==> config.mk <==
export PLATFORM = sky130hd
export DESIGN_NAME = param_network_interface
export DESIGN_NICKNAME = d
export VERILOG_FILES = /design/src/rtl/param_ni_pkg.sv /design/src/rtl/ni_flit_fifo.sv /design/src/rtl/param_network_interface.sv
export SDC_FILE = /design/constraint.sdc
export NUM_CORES = 1
export LEC_CHECK = 0
export ABC_AREA = 1
export CAP_MARGIN = 20
export CORE_ASPECT_RATIO = 1.4
export CORE_MARGIN = 8
export CORE_UTILIZATION = 25
export CTS_CLUSTER_SIZE = 16
export DETAILED_ROUTE_END_ITERATION = 16
export SLEW_MARGIN = 0
export SYNTH_ARGS = -nofsm -noshare
export SYNTH_HDL_FRONTEND = slang
export SYNTH_SLANG_ARGS = --single-unit
==> constraint.sdc <==
create_clock -name clk -period 5.2 [get_ports clk]
set_input_delay 0.52 -clock clk [delete_from_list [all_inputs] [get_ports clk]]
set_output_delay 0.52 -clock clk [all_outputs]
set_load 0.01 [all_outputs]
==> src/rtl/param_ni_pkg.sv <==
// Shared definitions for the parametrised network interface.
//   FLIT_*     : two-bit flit type codes carried in the top bits of every flit
//   tx_state_e : transmit packetiser states
//   rx_state_e : receive unpacker states
package param_ni_pkg;

  localparam logic [1:0] FLIT_IDLE = 2'b00;
  localparam logic [1:0] FLIT_HEAD = 2'b01;
  localparam logic [1:0] FLIT_BODY = 2'b10;
  localparam logic [1:0] FLIT_TAIL = 2'b11;

  typedef enum logic [1:0] {
    T_IDLE = 2'd0,
    T_BODY = 2'd1,
    T_TAIL = 2'd2
  } tx_state_e;

  typedef enum logic [1:0] {
    R_HEAD = 2'd0,
    R_BODY = 2'd1,
    R_TAIL = 2'd2
  } rx_state_e;

endpackage

==> src/rtl/ni_flit_fifo.sv <==
// Show-ahead synchronous flit FIFO.
//   clk, reset   : clock, asynchronous active-low reset (empties the FIFO)
//   wr_en/wr_data: push; ignored when full at the start of the cycle
//   rd_en/rd_data: pop; rd_data is the head entry, 0 while empty
//   full/empty/count : occupancy flags, registered
module ni_flit_fifo #(
  parameter  int W     = 48,
  parameter  int DEPTH = 8,
  localparam int AW    = $clog2(DEPTH)
) (
  input  logic         clk,
  input  logic         reset,
  input  logic         wr_en,
  input  logic [W-1:0] wr_data,
  input  logic         rd_en,
  output logic [W-1:0] rd_data,
  output logic         full,
  output logic         empty,
  output logic [AW:0]  count
);

  logic [W-1:0]  mem_q [DEPTH];
  logic [AW-1:0] wr_ptr_q, wr_ptr_d;
  logic [AW-1:0] rd_ptr_q, rd_ptr_d;
  logic [AW:0]   count_q, count_d;
  logic          push, pop;

  // DEPTH is a power of two, so the count MSB alone marks full.
  assign full    = count_q[AW];
  assign empty   = (count_q == '0);
  assign count   = count_q;
  assign rd_data = empty ? '0 : mem_q[rd_ptr_q];

  // Full is judged on the start-of-cycle count: a same-cycle pop does not
  // open a slot for a push.
  assign push = wr_en & ~full;
  assign pop  = rd_en & ~empty;

  always_comb begin
    wr_ptr_d = wr_ptr_q;
    rd_ptr_d = rd_ptr_q;
    count_d  = count_q;
    if (push) wr_ptr_d = wr_ptr_q + 1'b1;
    if (pop)  rd_ptr_d = rd_ptr_q + 1'b1;
    case ({push, pop})
      2'b10:   count_d = count_q + 1'b1;
      2'b01:   count_d = count_q - 1'b1;
      default: count_d = count_q;
    endcase
  end

  always_ff @(posedge clk or negedge reset) begin
    if (!reset) begin
      wr_ptr_q <= '0;
      rd_ptr_q <= '0;
      count_q  <= '0;
    end else begin
      wr_ptr_q <= wr_ptr_d;
      rd_ptr_q <= rd_ptr_d;
      count_q  <= count_d;
    end
  end

  // Storage needs no reset; rd_data is masked while empty.
  always_ff @(posedge clk) begin
    if (push) mem_q[wr_ptr_q] <= wr_data;
  end

endmodule

==> src/rtl/param_network_interface.sv <==
// Network interface between a local word source/sink and a NoC router port.
//   TX: tx_data/tx_dest/tx_len/tx_valid/tx_ready -> head, body and tail flits
//       (tail carries XOR checksum) -> flit FIFO -> flit_out/_valid/_ready
//   RX: flit_in/_valid (never back-pressured) -> address filter, checksum
//       check -> rx_data/rx_valid, rx_src, rx_packet_end, rx_error, rx_drop
//   clk, reset : single clock, asynchronous active-low reset
module param_network_interface
  import param_ni_pkg::*;
#(
  parameter int DATA_W     = 16,
  parameter int FLIT_W     = 48,
  parameter int ADDR_W     = 8,
  parameter int LEN_W      = 8,
  parameter int FIFO_DEPTH = 8,
  parameter logic [ADDR_W-1:0] LOCAL_ADDR = '0
) (
  input  logic              clk,
  input  logic              reset,
  input  logic [DATA_W-1:0] tx_data,
  input  logic [ADDR_W-1:0] tx_dest,
  input  logic [LEN_W-1:0]  tx_len,
  input  logic              tx_valid,
  output logic              tx_ready,
  output logic [FLIT_W-1:0] flit_out,
  output logic              flit_out_valid,
  input  logic              flit_out_ready,
  input  logic [FLIT_W-1:0] flit_in,
  input  logic              flit_in_valid,
  output logic              flit_in_ready,
  output logic [DATA_W-1:0] rx_data,
  output logic              rx_valid,
  output logic [ADDR_W-1:0] rx_src,
  output logic              rx_packet_end,
  output logic              rx_error,
  output logic              rx_drop
);

  localparam int FAW = $clog2(FIFO_DEPTH);
  localparam logic [LEN_W-1:0] LEN_ONE = LEN_W'(1);

  // Flit field placement: type on top, then dest/src/len MSB-first for heads;
  // body and tail keep their word in the low DATA_W bits.
  function automatic logic [FLIT_W-1:0] pack_head(input logic [ADDR_W-1:0] dest,
                                                  input logic [LEN_W-1:0]  len);
    logic [FLIT_W-1:0] f;
    f = '0;
    f[FLIT_W-1 -: 2]                = FLIT_HEAD;
    f[FLIT_W-3 -: ADDR_W]           = dest;
    f[FLIT_W-3-ADDR_W -: ADDR_W]    = LOCAL_ADDR;
    f[FLIT_W-3-2*ADDR_W -: LEN_W]   = len;
    return f;
  endfunction

  function automatic logic [FLIT_W-1:0] pack_word(input logic [1:0]        ftype,
                                                  input logic [DATA_W-1:0] word);
    logic [FLIT_W-1:0] f;
    f = '0;
    f[FLIT_W-1 -: 2] = ftype;
    f[DATA_W-1:0]    = word;
    return f;
  endfunction

  // ---------------------------------------------------------------- TX ----
  tx_state_e         tx_state_q, tx_state_d;
  logic [LEN_W-1:0]  tx_len_q, tx_len_d;
  logic [LEN_W-1:0]  tx_count_q, tx_count_d;
  logic [DATA_W-1:0] tx_csum_q, tx_csum_d;
  logic              fifo_wr;
  logic [FLIT_W-1:0] fifo_wdata;
  logic              fifo_full, fifo_empty;
  logic [FAW:0]      fifo_count_unused;

  // The head is written in the same cycle tx_dest is seen, so the
  // destination never needs to be held; only the length is kept.
  always_comb begin
    tx_state_d = tx_state_q;
    tx_len_d   = tx_len_q;
    tx_count_d = tx_count_q;
    tx_csum_d  = tx_csum_q;
    fifo_wr    = 1'b0;
    fifo_wdata = '0;
    tx_ready   = 1'b0;
    case (tx_state_q)
      T_IDLE: begin
        if (tx_valid && !fifo_full) begin
          fifo_wr    = 1'b1;
          tx_len_d   = (tx_len == '0) ? LEN_ONE : tx_len;
          fifo_wdata = pack_head(tx_dest, tx_len_d);
          tx_count_d = '0;
          tx_csum_d  = '0;
          tx_state_d = T_BODY;
        end
      end
      T_BODY: begin
        tx_ready = !fifo_full;
        if (tx_valid && !fifo_full) begin
          fifo_wr    = 1'b1;
          fifo_wdata = pack_word(FLIT_BODY, tx_data);
          tx_csum_d  = tx_csum_q ^ tx_data;
          tx_count_d = tx_count_q + 1'b1;
          if (tx_count_q == tx_len_q - 1'b1) tx_state_d = T_TAIL;
        end
      end
      T_TAIL: begin
        if (!fifo_full) begin
          fifo_wr    = 1'b1;
          fifo_wdata = pack_word(FLIT_TAIL, tx_csum_q);
          tx_state_d = T_IDLE;
        end
      end
      default: tx_state_d = T_IDLE;
    endcase
  end

  always_ff @(posedge clk or negedge reset) begin
    if (!reset) begin
      tx_state_q <= T_IDLE;
      tx_len_q   <= '0;
      tx_count_q <= '0;
      tx_csum_q  <= '0;
    end else begin
      tx_state_q <= tx_state_d;
      tx_len_q   <= tx_len_d;
      tx_count_q <= tx_count_d;
      tx_csum_q  <= tx_csum_d;
    end
  end

  ni_flit_fifo #(
    .W     (FLIT_W),
    .DEPTH (FIFO_DEPTH)
  ) u_fifo (
    .clk     (clk),
    .reset   (reset),
    .wr_en   (fifo_wr),
    .wr_data (fifo_wdata),
    .rd_en   (flit_out_ready),
    .rd_data (flit_out),
    .full    (fifo_full),
    .empty   (fifo_empty),
    .count   (fifo_count_unused)
  );

  assign flit_out_valid = !fifo_empty;

  // ---------------------------------------------------------------- RX ----
  rx_state_e         rx_state_q, rx_state_d;
  logic [ADDR_W-1:0] rx_src_q, rx_src_d;
  logic [LEN_W-1:0]  rx_len_q, rx_len_d;
  logic [LEN_W-1:0]  rx_count_q, rx_count_d;
  logic [DATA_W-1:0] rx_csum_q, rx_csum_d;
  logic              rx_match_q, rx_match_d;
  logic [DATA_W-1:0] rx_data_q, rx_data_d;
  logic              rx_valid_q, rx_valid_d;
  logic              rx_end_q, rx_end_d;
  logic              rx_err_q, rx_err_d;
  logic              rx_drop_q, rx_drop_d;

  logic [1:0]        f_type;
  logic [ADDR_W-1:0] f_dest, f_src;
  logic [LEN_W-1:0]  f_len;
  logic [DATA_W-1:0] f_data;
  logic              f_accept, take_head, f_match;
  logic              rx_unused;

  assign f_type    = flit_in[FLIT_W-1 -: 2];
  assign f_dest    = flit_in[FLIT_W-3 -: ADDR_W];
  assign f_src     = flit_in[FLIT_W-3-ADDR_W -: ADDR_W];
  assign f_len     = flit_in[FLIT_W-3-2*ADDR_W -: LEN_W];
  assign f_data    = flit_in[DATA_W-1:0];
  assign f_accept  = flit_in_valid && (f_type != FLIT_IDLE);
  assign f_match   = (f_dest == LOCAL_ADDR) || (f_dest == '1);
  assign rx_unused = ^flit_in;

  always_comb begin
    rx_state_d = rx_state_q;
    rx_src_d   = rx_src_q;
    rx_len_d   = rx_len_q;
    rx_count_d = rx_count_q;
    rx_csum_d  = rx_csum_q;
    rx_match_d = rx_match_q;
    rx_data_d  = rx_data_q;
    rx_valid_d = 1'b0;
    rx_end_d   = 1'b0;
    rx_err_d   = 1'b0;
    rx_drop_d  = 1'b0;
    take_head  = 1'b0;
    if (f_accept) begin
      case (rx_state_q)
        R_HEAD: begin
          if (f_type == FLIT_HEAD) take_head = 1'b1;
          else                     rx_err_d  = 1'b1;
        end
        R_BODY: begin
          case (f_type)
            FLIT_HEAD: begin
              rx_err_d  = 1'b1;
              take_head = 1'b1;
            end
            FLIT_BODY: begin
              rx_csum_d  = rx_csum_q ^ f_data;
              rx_count_d = rx_count_q + 1'b1;
              if (rx_match_q) begin
                rx_data_d  = f_data;
                rx_valid_d = 1'b1;
              end
              if (rx_count_d == rx_len_q) rx_state_d = R_TAIL;
            end
            default: begin
              rx_err_d   = 1'b1;
              rx_state_d = R_HEAD;
            end
          endcase
        end
        R_TAIL: begin
          case (f_type)
            FLIT_HEAD: begin
              rx_err_d  = 1'b1;
              take_head = 1'b1;
            end
            FLIT_TAIL: begin
              if (rx_match_q) begin
                rx_end_d = (f_data == rx_csum_q);
                rx_err_d = (f_data != rx_csum_q);
              end
              rx_state_d = R_HEAD;
            end
            default: begin
              rx_err_d   = 1'b1;
              rx_state_d = R_HEAD;
            end
          endcase
        end
        default: rx_state_d = R_HEAD;
      endcase
    end
    // A head always (re)starts a packet, whether expected or not.
    if (take_head) begin
      rx_src_d   = f_src;
      // A zero length would never terminate; handle it like the TX side does.
      rx_len_d   = (f_len == '0) ? LEN_ONE : f_len;
      rx_match_d = f_match;
      rx_count_d = '0;
      rx_csum_d  = '0;
      rx_drop_d  = !f_match;
      rx_state_d = R_BODY;
    end
  end

  always_ff @(posedge clk or negedge reset) begin
    if (!reset) begin
      rx_state_q <= R_HEAD;
      rx_src_q   <= '0;
      rx_len_q   <= '0;
      rx_count_q <= '0;
      rx_csum_q  <= '0;
      rx_match_q <= 1'b0;
      rx_data_q  <= '0;
      rx_valid_q <= 1'b0;
      rx_end_q   <= 1'b0;
      rx_err_q   <= 1'b0;
      rx_drop_q  <= 1'b0;
    end else begin
      rx_state_q <= rx_state_d;
      rx_src_q   <= rx_src_d;
      rx_len_q   <= rx_len_d;
      rx_count_q <= rx_count_d;
      rx_csum_q  <= rx_csum_d;
      rx_match_q <= rx_match_d;
      rx_data_q  <= rx_data_d;
      rx_valid_q <= rx_valid_d;
      rx_end_q   <= rx_end_d;
      rx_err_q   <= rx_err_d;
      rx_drop_q  <= rx_drop_d;
    end
  end

  assign flit_in_ready = 1'b1;
  assign rx_data       = rx_data_q;
  assign rx_valid      = rx_valid_q;
  assign rx_src        = rx_src_q;
  assign rx_packet_end = rx_end_q;
  assign rx_error      = rx_err_q;
  assign rx_drop       = rx_drop_q;

endmodule

==> run summary, run 1 <==
Critical path launch point type - flip-flop
Worst Hold Class - in2async
Synth Instances - 1494
Final Critical Period - 4.24 ns
Routed WL - 41100 um
Synth Flop Type - edfxtp_1
Reg area - 10900 sq um
Hold Fails Final Rpt - 0
Slew Limit Fails - 0
Die ar. - 73100 sq um
Setup Skew - 0.0218 ns
CTS tree - yes
Drt pass-1 iters - 5
Post-DR vias/cell - 4.53
Final-layout fill cell count - 6533
RSZ-0062 raised after global routing - no
Syn_area_per_cell - 10.8 sq um
CP Class - reg2out
Multi-input logic area - 4590 sq um
RePlAce Congestion - 0.817
IO buf count - 142
Clk Latency, worst-skew pair - 0.55 ns
Crit-path max FO - 98
Static leakage - 7.41 nW
Ys Warns - 0
Register area share after synthesis - 67.2%
Met1 Usage GRT - 12.3%
Worst vdd ir - 0.000262 V
Initial antenna violation count - 2
Deepest clock path buffer count - 3
Post-synth EDFFs - 272
Slew headroom - 29.6%
Crit end category - output pin
Final setup fails - 0
DP Wirelength - 26400 um
Final total power - 11.3 mW
Leading cell types in the layout, fill and taps excluded - edfxtp_1 (272), nor2_1 (253), o21ai_0 (218)
Register clock-pin slew on the reported worst setup and hold paths - 0.06 ns
Area leader, netlist - edfxtp_1
Post-Syn Area - 16200 sq um
Top post-synthesis cells by area - edfxtp_1 (51%), dfrtp_1 (17%), o21ai_0 (6.8%), nor2_1 (6.1%), nand2_1 (4.6%)
Met2 Usage GRT - 20.2%
Row count - 110
Die Ht - 317 um
P&R area growth vs syn - 22.5%
Met3 Usage GRT - 2.45%
Hold-fix buffers at CTS - 0
Peak Freq - 236 MHz
GRT busiest layer - met2
Via count - 11300
Synth async-reset ratio - 28.2%
Initial Utilization - 25.2%
Chip Width - 231 um
PD cells - 570 nW/um^2
Vias in the first global route - 11500
Slew @ Worst Pin - 1.06 ns
# H-tree levels - 2
Global-route wire length before repair - 64100 um
Max-cap violations - 0
Status - finished, final reports clean
# DRC - 0
Share of cells above drive strength 1 - 6.96%
#FFs+latches synth - 379
Final #Nets - 1717
Data arrival, critical path - 3.72 ns
Commonest non-fill, non-tap cell in the layout - edfxtp_1
Post-CTS Resized - 0
Critical path required time - 4.68 ns
TNS Setup - 0 ns
Antenna-violating nets left - 0
Post-CTS repair timing setup buffer count - 0
N_diodes - 0
Period Utilization, post-route - 81.5%
Clock root buffer - clkbuf_16
Inserted Clock Buffers - 39
Per-cell routed wire length - 16.5 um
Global Route Usage Sum - 10.9%
Clock sinks - 379
Largest net degree at the start of global routing - 99
Number of DRC markers in iteration 0 - 546
Ports - 164
Core outline area - 64100 sq um
Yosys cell types - 39
Post-synth top area share - 50.6%
GRT overflow - 0
==> worst paths after layout <==
| path | start | endpoint | depth (start not counted) | slack, ns |
|---|---|---|---|---|
| min in group clk | tx_csum_q[9]$_DFFE_PN0P_ | tx_csum_q[9]$_DFFE_PN0P_ | 1 | 0.45 |
| hold reg to reg | tx_csum_q[9]$_DFFE_PN0P_ | tx_csum_q[9]$_DFFE_PN0P_ | 1 | 0.45 |
| hold / removal | reset | rx_src[6]$_DFFE_PN0P_ | 1 | 0.04 |
| setup reg to reg | u_fifo.count[3]$_DFFE_PN0P_ | u_fifo.mem_q[0][2]$_DFFE_PP_ | 9 | 1.91 |
| max in group asynchronous | reset | rx_data[0]$_DFFE_PN0P_ | 2 | 3.97 |
| setup / recovery | u_fifo.rd_ptr_q[0]$_DFFE_PN0P_ | flit_out[9] | 6 | 0.96 |
==> stage by stage <==
stage                     hold slack [ns]  util (%)  instances  setup WS [ns]  cell area (sq um)
final                              0.0387      30.8       2493          0.963              19800
after global routing               0.0927      30.8       2493          0.675              19800
after global placement              0.436      28.8       2421           1.42              18500
after CTS                          0.0600      30.8       2493          0.910              19800
after detailed placement            0.442      28.8       2423           1.35              18500
after floorplan                     0.224         -       1507           1.95              16200
==> worst max-delay path, stage by stage, from the launching register on <==
cell	delay (ns)
dfrtp_4	0.72
buf_4	0.86
o21ai_0	0.23
o22ai_1	0.20
o21ai_0	0.10
a31oi_1	0.35
clkdlybuf4s50_1	0.62
==> where the power goes <==
group | switching [mW] | internal (mW)
Sequential | 0.340 | 3.96
Clock | 1.18 | 1.64
Combinational | 2.56 | 1.60
Total | 4.07 | 7.21
==> layout make-up <==
class                      count  area share (%)
inverter                     110            2.09
clock buffer                  49            5.12
clock inverter                21            1.33
sequential                   379            54.9
multi-input combinational    932            23.2
tap                          840            5.31
timing repair buffer         162            8.06
==> cell families (layout without fill, tap and decap cells) <==
group / Yosys count / in the layout / synth area share [%]
multiplexers: 1 / 1 / 0.0697
adder cells (fa/ha/maj): 8 / 8 / 0.620
other: 2 / 15 / 0.0465
AO/OA/AOI/OAI: 360 / 360 / 12.3
AND/OR/NAND/NOR: 516 / 516 / 12.9
XOR/XNOR: 32 / 32 / 1.74
buffers and inverters: 196 / 342 / 5.10
flip-flops: 379 / 379 / 67.2
==> synthesized netlist by cell type, types with 2 or more instances <==
cell / n
o21ai_0: 218
clkbuf_1: 50
inv_1: 100
inv_2: 10
xor2_1: 16
o22ai_1: 56
edfxtp_1: 272
conb_1: 2
buf_2: 15
buf_1: 3
o21bai_1: 4
nor2_1: 261
dfrtp_1: 107
nor3_1: 3
buf_4: 16
ha_1: 8
a21oi_1: 11
a31oi_1: 51
nor2_2: 3
nand2_2: 3
nor2_8: 2
nor3_2: 2
nand3_1: 26
nor4_1: 5
a32o_1: 6
nand2_1: 198
o21ai_1: 11
xnor2_1: 16
nand4_1: 9
==> per-layer routing <==
| metal | part of all wire, % | up-vias |
|---|---|---|
| li1 | - | 5422 |
| met1 | 40 | 5512 |
| met2 | 52 | 283 |
| met3 | 5.6 | 63 |
| met4 | 2.4 | 4 |
| met5 | 0.056 | - |
==> registers in the layout, indices dropped and copies added (netlist names), 4 cells and up <==
| register | flops |
|---|---|
| rx_count_q | 8 |
| rx_csum_q | 16 |
| rx_data | 16 |
| rx_len_q | 8 |
| rx_src | 8 |
| tx_count_q | 8 |
| tx_csum_q | 16 |
| tx_len_q | 8 |
| u_fifo.count | 4 |
| u_fifo.mem_q | 272 |
(Power assumes the default switching activity.)
==> run 2, diff against run 1 <==
Clock period 5.2 ns to 4.3 ns, I/O delays scaled along.
==> run summary, run 2 (same netlist as run 1, synthesis figures left out) <==
Status - finished, final reports clean
Comb power frac - 36.8% (about the same)
Vias in the first global route - 11600 (+0.78%)
Die ar. - 73100 sq um (unchanged)
Largest Register - u_fifo.mem_q
GRT overflow - 0 (unchanged)
Post-CTS repair timing setup buffer count - 0 (unchanged)
Max-cap violations - 0 (unchanged)
Worst-path cell chain - buf_4 -> o21ai_0 -> o22ai_1 -> o21ai_0 -> a31oi_1 -> clkdlybuf4s50_1
Critical path launch point type - flip-flop
Register clock-pin slew on the reported worst setup and hold paths - 0.06 ns (about the same)
Antenna-violating nets left - 0 (unchanged)
Core outline area - 64100 sq um (unchanged)
Slowest stage delay, CP - 0.67 ns (-0.19 ns)
Drt pass-1 iters - 5 (unchanged)
DP Wirelength - 26800 um (+1.7%)
Critical path required time - 3.87 ns (-0.81 ns)
RePlAce Congestion - 0.797 (-2.4%)
TNS Setup - 0 ns (unchanged)
Row count - 110 (unchanged)
Via count - 11300 (+0.17%)
Worst Hold Class - in2async
Post-DR vias/cell - 4.52 (-0.23%)
Most used cell, CP - o21ai_0
Worst setup slack after layout - 0.448 ns (-0.515 ns)
Clock root buffer - clkbuf_16
Per-cell routed wire length - 16.7 um (+1.2%)
Global-route wire length before repair - 65100 um (+1.5%)
Flop pwr share - 37.2% (-0.9 points)
Slowest CP cell - dfrtp_2
Chip Width - 231 um (unchanged)
RSZ-0062 raised after global routing - no
Hold Fails Final Rpt - 0 (unchanged)
Initial antenna violation count - 2 (unchanged)
Net Sw Frac - 36.0% (-0.063 points)
# H-tree levels - 2 (unchanged)
# DRC - 0 (unchanged)
Global Route Usage Sum - 11.2% (+0.25 points)
Post-Route Utilization - 31.1% (+0.28 points)
Static leakage - 7.50 nW (+1.2%)
Clock sinks - 379 (unchanged)
Slew headroom - 45.0% (+15 points)
Worst vdd ir - 0.000336 V (+28%)
Net Switching - 5.01 mW (+23%)
Crit end category - output pin
Slew Limit Fails - 0 (unchanged)
CP Class - reg2out
Ports - 164 (unchanged)
Data arrival, critical path - 3.42 ns (-0.30 ns)
Placement Setup Slack - 0.845 ns (-0.504 ns)
Crit-path max FO - 48 (-51%)
Internal - 8.89 mW (+23%)
Routed WL - 41700 um (+1.6%)
IO buf count - 142 (unchanged)
Max reg flops - 272 (unchanged)
Deepest clock path buffer count - 3 (unchanged)
Largest net degree at the start of global routing - 78 (-21%)
Clk Latency, worst-skew pair - 0.58 ns (+0.03 ns)
Number of DRC markers in iteration 0 - 634 (+16%)
Commonest non-fill, non-tap cell in the layout - edfxtp_1
Final #Nets - 1724 (+0.41%)
CTS tree - yes
Share of cells above drive strength 1 - 7.64% (+0.68 points)
PD cells - 696 nW/um^2 (+22%)
Leading cell types in the layout, fill and taps excluded - edfxtp_1 (272), nor2_1 (253), o21ai_0 (218)
Final Critical Period - 3.85 ns
Die Ht - 317 um (unchanged)
Slew @ Worst Pin - 0.825 ns (-0.232 ns)
P&R area growth vs syn - 23.6%
Inserted Clock Buffers - 40 (+2.6%)
Period Utilization, post-route - 89.6%
Final setup fails - 0 (unchanged)
Initial Utilization - 25.2% (unchanged)
Peak Freq - 260 MHz
Final total power - 13.9 mW (+23%)
Setup Skew - 0.0267 ns (+0.00488 ns)
Clk network pwr share - 26.0% (+1.0 points)
run 2: cell types whose count changed in the layout (fill, tap and decap cells not counted), sizes merged:
cell	delta
clkinvlp	+2
buf	+5
diode	+1
clkbuf	+2
inv	+3
clkinv	-4
dlygate4sd3	+1
run 2: final cells by class:
class	instances	area, sq um
multi-input combinational	932	4590
sequential	379	10900
clock buffer	51	1090
clock inverter	22	277
timing repair buffer	168	1680
antenna	1	2.50
fill	6521	44200
tap	840	1050
inverter	110	414
run 2: power groups by stage:
stage	Clock, mW	Combinational [mW]	Sequential (mW)
global placement	0	5.09	5.21
floorplan	0	3.00	5.18
global route	3.85	5.73	5.25
CTS	3.72	5.23	5.18
detailed placement	0	5.21	5.24
finish	3.61	5.11	5.17
run 2: final timing paths:
kind,start,end,slack [ns],cells past startpoint
worst max-delay path,u_fifo.rd_ptr_q[1]$_DFFE_PN0P_,flit_out[23],0.45,6
worst min-delay path,reset,rx_src[1]$_DFFE_PN0P_,0.38,2
worst max register to register,u_fifo.count[3]$_DFFE_PN0P_,u_fifo.mem_q[0][24]$_DFFE_PP_,1.33,9
worst min register to register,tx_csum_q[11]$_DFFE_PN0P_,tx_csum_q[11]$_DFFE_PN0P_,0.45,1
max in group asynchronous,reset,rx_csum_q[10]$_DFFE_PN0P_,2.95,3
min in group clk,flit_in[32],rx_src[2]$_DFFE_PN0P_,0.40,3
run 2: through the flow:
stage | instances | hold slack, ns | instance area [sq um]
after floorplan | 1507 | 0.134 | 16200
after global placement | 2428 | 0.436 | 18600
after detailed placement | 2428 | 0.443 | 18600
after CTS | 2502 | 0.364 | 20000
after global routing | 2502 | 0.402 | 20000
final | 2503 | 0.384 | 20000
run 2: worst max-delay path, delay by kind of cell (launching register included):
kind / cells / cell delay [ns]
buffers and inverters: 2 / 1.21
AO/OA/AOI/OAI: 4 / 0.95
flip-flops: 1 / 0.67
run 2: repair_timing:
| action | CTS | global route |
|---|---|---|
| endpoints found under the hold margin | 35 | 0 |
| resized for setup | 0 | 0 |
| hold buffers | 1 | 0 |
run 2: metal layers:
| layer | global-route usage (%) | routed length, um | vias up |
|---|---|---|---|
| met4 | 3.52 | 1020 | 2 |
| met3 | 2.72 | 2490 | 67 |
| li1 | - | - | 5451 |
| met1 | 12.7 | 16700 | 5491 |
| met5 | 0 | 9 | - |
| met2 | 20.4 | 21500 | 292 |
